File: config.mk
export PLATFORM = sky130hd
export DESIGN_NAME = rv32_debug_uart_flat
export DESIGN_NICKNAME = d
export VERILOG_FILES = /design/src/rtl/rv32_debug_uart_if.sv /design/src/rtl/rv32_debug_uart.sv /design/src/flat_wrapper.sv
export SDC_FILE = /design/constraint.sdc
export NUM_CORES = 1
export LEC_CHECK = 0
export CORE_ASPECT_RATIO = 0.5
export CORE_MARGIN = 2
export CORE_UTILIZATION = 40
export CTS_BUF_LIST = sky130_fd_sc_hd__clkbuf_4 sky130_fd_sc_hd__clkbuf_8
export DETAILED_ROUTE_END_ITERATION = 8
export PLACE_DENSITY = 0.69
export SYNTH_ARGS = -nofsm -noshare
export SYNTH_HDL_FRONTEND = slang
export SYNTH_SLANG_ARGS = --single-unit
export TNS_END_PERCENT = 100
File: constraint.sdc
create_clock -name clk -period 3.8 [get_ports clk]
set_input_delay 0.95 -clock clk [delete_from_list [all_inputs] [get_ports clk]]
set_output_delay 0.95 -clock clk [all_outputs]
set_load 0.03 [all_outputs]
File: src/rtl/rv32_debug_uart_if.sv
// Writeback snoop bundle between the rv32 core's mem/writeback stage and the debug UART.
// The core side drives (master); the UART only observes (slave).
interface rv32_debug_uart_if;
    logic [4:0]  wb_rd_in;
    logic        wb_rd_writeback_in;
    logic [31:0] wb_rd_value_in;

    modport master (
        output wb_rd_in,
        output wb_rd_writeback_in,
        output wb_rd_value_in
    );

    modport slave (
        input wb_rd_in,
        input wb_rd_writeback_in,
        input wb_rd_value_in
    );
endinterface

File: src/rtl/rv32_debug_uart.sv
// Debug UART transmitter: captures the low byte of every writeback to DEBUG_REG into a
// small FIFO and serialises it 8N1, LSB first, on a flop-driven TX line.
module rv32_debug_uart #(
    parameter int unsigned CLK_DIV    = 104,
    parameter int unsigned FIFO_DEPTH = 4,
    parameter int unsigned DEBUG_REG  = 31
) (
    input  logic                    clk,
    input  logic                    reset,
    rv32_debug_uart_if.slave        wb,
    output logic                    tx_out,
    output logic                    busy_out,
    output logic                    overflow_out
);

    localparam int unsigned PTR_W = $clog2(FIFO_DEPTH);
    localparam int unsigned CNT_W = PTR_W + 1;
    localparam logic [15:0]      BAUD_LAST = 16'(CLK_DIV - 1);
    localparam logic [CNT_W-1:0] FULL_CNT  = CNT_W'(FIFO_DEPTH);

    typedef enum logic [1:0] {StIdle, StStart, StData, StStop} state_e;

    state_e           r_state;
    logic [15:0]      r_baud;
    logic [2:0]       r_bit_idx;
    logic [7:0]       r_shift;
    logic             r_tx;
    logic             r_overflow;
    logic [7:0]       r_mem [FIFO_DEPTH];
    logic [PTR_W-1:0] r_rd_ptr;
    logic [PTR_W-1:0] r_wr_ptr;
    logic [CNT_W-1:0] r_count;

    logic       w_baud_end;
    logic       w_fifo_empty;
    logic       w_fifo_full;
    logic       w_capture;
    logic       w_pop;
    logic       w_push;
    logic [7:0] w_head;
    logic       w_unused_hi;

    assign w_baud_end   = (r_baud == BAUD_LAST);
    assign w_fifo_empty = (r_count == '0);
    assign w_fifo_full  = (r_count == FULL_CNT);
    assign w_head       = r_mem[r_rd_ptr];
    assign w_unused_hi  = ^wb.wb_rd_value_in[31:8];

    assign w_capture = wb.wb_rd_writeback_in && (wb.wb_rd_in == 5'(DEBUG_REG));

    // Pops happen only from IDLE or at the last cycle of a stop bit.
    assign w_pop  = !w_fifo_empty &&
                    ((r_state == StIdle) || ((r_state == StStop) && w_baud_end));
    assign w_push = w_capture && (!w_fifo_full || w_pop);

    always_ff @(posedge clk) begin
        if (w_push) begin
            r_mem[r_wr_ptr] <= wb.wb_rd_value_in[7:0];
        end
    end

    always_ff @(posedge clk or posedge reset) begin
        if (reset) begin
            r_rd_ptr   <= '0;
            r_wr_ptr   <= '0;
            r_count    <= '0;
            r_overflow <= 1'b0;
        end else begin
            if (w_push) begin
                r_wr_ptr <= r_wr_ptr + PTR_W'(1);
            end
            if (w_pop) begin
                r_rd_ptr <= r_rd_ptr + PTR_W'(1);
            end
            case ({w_push, w_pop})
                2'b10:   r_count <= r_count + CNT_W'(1);
                2'b01:   r_count <= r_count - CNT_W'(1);
                default: r_count <= r_count;
            endcase
            if (w_capture && !w_push) begin
                r_overflow <= 1'b1;
            end
        end
    end

    // r_tx is loaded with the level of the state being entered, so the line is a pure flop.
    always_ff @(posedge clk or posedge reset) begin
        if (reset) begin
            r_state   <= StIdle;
            r_baud    <= '0;
            r_bit_idx <= '0;
            r_shift   <= '0;
            r_tx      <= 1'b1;
        end else begin
            case (r_state)
                StIdle: begin
                    r_tx <= 1'b1;
                    if (!w_fifo_empty) begin
                        r_shift   <= w_head;
                        r_bit_idx <= '0;
                        r_baud    <= '0;
                        r_tx      <= 1'b0;
                        r_state   <= StStart;
                    end
                end
                StStart: begin
                    if (w_baud_end) begin
                        r_baud  <= '0;
                        r_tx    <= r_shift[0];
                        r_state <= StData;
                    end else begin
                        r_baud <= r_baud + 16'd1;
                    end
                end
                StData: begin
                    if (w_baud_end) begin
                        r_baud <= '0;
                        if (r_bit_idx == 3'd7) begin
                            r_tx    <= 1'b1;
                            r_state <= StStop;
                        end else begin
                            r_shift   <= r_shift >> 1;
                            r_tx      <= r_shift[1];
                            r_bit_idx <= r_bit_idx + 3'd1;
                        end
                    end else begin
                        r_baud <= r_baud + 16'd1;
                    end
                end
                StStop: begin
                    if (w_baud_end) begin
                        r_baud <= '0;
                        if (!w_fifo_empty) begin
                            r_shift   <= w_head;
                            r_bit_idx <= '0;
                            r_tx      <= 1'b0;
                            r_state   <= StStart;
                        end else begin
                            r_tx    <= 1'b1;
                            r_state <= StIdle;
                        end
                    end else begin
                        r_baud <= r_baud + 16'd1;
                    end
                end
                default: begin
                    r_tx    <= 1'b1;
                    r_state <= StIdle;
                end
            endcase
        end
    end

    assign tx_out       = r_tx;
    assign busy_out     = (r_state != StIdle) || !w_fifo_empty;
    assign overflow_out = r_overflow;

endmodule

File: src/flat_wrapper.sv
// flat-port wrapper written by rule: the top's interface ports become plain ports
module rv32_debug_uart_flat 
#(
    parameter int unsigned CLK_DIV    = 104,
    parameter int unsigned FIFO_DEPTH = 4,
    parameter int unsigned DEBUG_REG  = 31
)
  (clk, reset, tx_out, busy_out, overflow_out, wb_wb_rd_in, wb_wb_rd_writeback_in, wb_wb_rd_value_in);
  rv32_debug_uart_if wb_i ();
  input  logic clk;
  input  logic reset;
  output logic tx_out;
  output logic busy_out;
  output logic overflow_out;
  input wire logic [$bits(wb_i.wb_rd_in)-1:0] wb_wb_rd_in;
  input wire logic [$bits(wb_i.wb_rd_writeback_in)-1:0] wb_wb_rd_writeback_in;
  input wire logic [$bits(wb_i.wb_rd_value_in)-1:0] wb_wb_rd_value_in;
  assign wb_i.wb_rd_in = wb_wb_rd_in;
  assign wb_i.wb_rd_writeback_in = wb_wb_rd_writeback_in;
  assign wb_i.wb_rd_value_in = wb_wb_rd_value_in;
  rv32_debug_uart #(.CLK_DIV(CLK_DIV), .FIFO_DEPTH(FIFO_DEPTH), .DEBUG_REG(DEBUG_REG)) u_core (.clk(clk), .reset(reset), .wb(wb_i), .tx_out(tx_out), .busy_out(busy_out), .overflow_out(overflow_out));
endmodule
==> results by group, run 1 <==
Status
  • Status: finished, final reports clean

Placed design
  • GPL Wtd Cong: 0.851
  • Place WS: 0.541 ns
  • DP HPWL: 4.33 mm
  • Count of input and output buffers: 18

Setup path
  • CP bufs+invs: 3
  • Crit-path max FO: 10
  • CP endpoint kind: output port
  • CP Launch Type: flip-flop
  • Max incr delay on CP: 0.63 ns
  • Worst Path Arrival: 2.41 ns
  • Cell family with the largest share of critical-path delay: buffers and inverters
  • Slowest cell on the critical path: clkdlybuf4s50_1
  • Crit path top cell by count: inv_1
  • CP Data Required Time: 2.85 ns
  • Critical-path cell list: inv_1 > ha_1 > nor4b_2 > inv_1 > clkdlybuf4s50_1
  • Critical path class: reg -> out

Clocking
  • Post-CTS Setup Inserts: 0
  • Reg clk slew, reported paths: 0.07 ns
  • CTS H-tree depth: 3
  • Hold buffer count at cts: 0
  • CTS Buffer Depth: 2
  • Worst skew pair latency: 0.34 ns
  • TritonCTS clock tree: yes
  • Clk Tree Root Cell: clkbuf_8
  • Resize count post-CTS: 0
  • TritonCTS Sinks: 70
  • Num CTS Buffers: 9

Timing
  • Fin crit share: 0.885
  • Clock Skews: 0.00615 ns
  • Peak Freq: 297 MHz
  • Final WS setup: 0.436 ns
  • Actual slew at the worst max-slew pin: 0.867 ns
  • Max Slew Vio Count: 0
  • Final Hold Viols: 0
  • Max_slew headroom: 0.418
  • Final setup vio count: 0
  • Setup TNS: 0 ns
  • RSZ-0062 raised after global routing: false
  • Min cycle time layout: 3.36 ns

Power and ir drop
  • Peak VDD IR: 0.000325 V
  • Lkg Pwr: 1.57 nW
  • Final Power: 2.66 mW
  • Power Dens Cells: 671 nW/um^2

Global route
  • Vias in the first global route: 2221
  • First-pass GRT wire length: 10.8 mm
  • GRT Total Usage: 0.150
  • Initial antenna violation count: 0
  • Grt ovf: 0
  • Pin count of the biggest net entering global routing: 27

Yosys
  • EDFF count, synth: 32
  • Async S/R FF share, synth: 0.543
  • Cell taking the most area after synthesis: edfxtp_1
  • Yosys cell types: 48
  • Yosys top cell area share: 0.279
  • Post-synth top cells: dfrtp_1 (37), edfxtp_1 (32), o21ai_0 (25), nand2_1 (20), ha_1 (13)
  • Most numerous cell in the Yosys netlist: dfrtp_1
  • Number of cells produced by synthesis: 274
  • Number of warnings issued by yosys: 0
  • Mapped Nets: 328
  • Ranking of synthesized cells by area: edfxtp_1 (28%), dfrtp_1 (27%), mux4_2 (5.2%)
  • Sequential-to-total area share from yosys stat: 0.556
  • Post-Syn Area: 3440 sq um
  • Synthesized flop and latch total: 70
  • Top_reg_cell synth: dfrtp_1
  • Mean area per synthesized cell: 12.6 sq um

Die
  • Die W: 135 microns
  • # IOs: 43
  • Die area: 9410 sq um
  • Die span in y: 69.6 microns
  • Starting density of the core: 0.421
  • CORE AREA: 8170 sq um
  • # rows: 23

Layout
  • Layout cells sized above 1: 0.161
  • Number of fill cells in the layout: 721
  • Antenna cells: 0
  • Layout area overhead: 15.1%
  • Final nets: 349

Drt
  • Final wirelength: 6.36 mm
  • Average vias per placed instance: 5.41
  • WL/cell: 15.5 microns
  • # DRC: 0
  • Final ANT Viol Nets: 0
  • Number of DRC markers in iteration 0: 141
  • Vias: 2224
  • DRT Pass-1 Iters: 4

Hold path
  • Worst Hold Class: reg -> reg

Flow run
  • Maxcap violations: 0
## stage by stage
step                instances   util  instance area [sq um]  hold WS (ns)
finish                    411  0.485                   3960         0.476
global route              411  0.485                   3960         0.492
CTS                       411  0.485                   3960         0.479
detailed placement        396  0.459                   3750         0.462
global placement          396  0.459                   3750         0.455
floorplan                 274      -                   3440         0.471
## registers in the layout (all words and copies together), names as in the netlist
name	cells
u_core.r_mem	32
u_core.r_baud	16
u_core.r_shift	8
u_core.r_bit_idx	3
u_core.r_count	3
u_core.r_rd_ptr	2
u_core.r_state	2
u_core.r_wr_ptr	2
u_core.overflow_out	1
u_core.tx_out	1
## cell families after synthesis
group / after synthesis / share of synthesized area
AND/OR/NAND/NOR: 78 / 0.123
flip-flops: 70 / 0.556
AO/OA/AOI/OAI: 53 / 0.0981
multiplexers: 27 / 0.121
buffers and inverters: 23 / 0.0262
adder cells (fa/ha/maj): 14 / 0.0531
XOR/XNOR: 9 / 0.0229
## power breakdown
part | switching [mW] | total [mW] | internal, mW
Combinational | 0.462 | 0.944 | 0.482
Clock | 0.278 | 0.642 | 0.364
Sequential | 0.156 | 1.07 | 0.917
Total | 0.896 | 2.66 | 1.76
## cells in the final DEF (no fill, tap or decap), types with 3 or more instances in the layout
master and n:
mux2_2 10, a21oi_1 4, o21ai_0 25, inv_1 11
a31oi_1 5, nand4_1 5, nor2_1 11, xnor2_1 6
nand3_1 12, and3_1 5, xor2_1 3, o31ai_1 3
nor3_1 4, mux4_2 8, edfxtp_1 32, nand2_1 20
clkdlybuf4s50_1 18, clkbuf_8 9, and2_1 6, ha_1 13
mux2_4 7, dfrtp_1 37, buf_4 4
## path summary, 6_finish.rpt
kind                                          start  slack (ns)  depth (start not counted)                  end
worst max-delay path              u_core.r_state[1]        0.44                          5             busy_out
worst min-delay path            u_core.overflow_out        0.48                          1  u_core.overflow_out
worst max register to register    u_core.r_baud[14]        0.75                         10    u_core.r_count[2]
worst min register to register  u_core.overflow_out        0.48                          1  u_core.overflow_out
max in group asynchronous                     reset        2.11                          3        u_core.tx_out
min in group asynchronous                     reset        0.93                          2    u_core.r_baud[10]
## routing by layer
layer | wire [microns] | global-route usage | part of all wire | vias up
li1 | - | - | - | 1062
met1 | 2980 | 0.182 | 0.47 | 1116
met2 | 3090 | 0.249 | 0.49 | 41
met3 | 218 | 0.0497 | 0.034 | 5
met4 | 65 | 0.0602 | 0.010 | 0
met5 | 0 | 0 | 0 | -
## area by class of cell
| class | count | area, sq um | area share |
|---|---|---|---|
| sequential | 70 | 1910 | 0.483 |
| multi-input combinational | 181 | 1450 | 0.365 |
| timing repair buffer | 22 | 210 | 0.0530 |
| tap | 112 | 140 | 0.0354 |
| clock buffer | 9 | 124 | 0.0313 |
| clock inverter | 6 | 87.6 | 0.0221 |
| inverter | 11 | 41.3 | 0.0104 |
Power figures use the tool's default switching activity.
==> inputs of run 2 (changes only) <==
- SKIP_LAST_GASP: unset -> 1
==> results of run 2 <==
No change in the layout: final DEF, timing and power equal those of run 1.
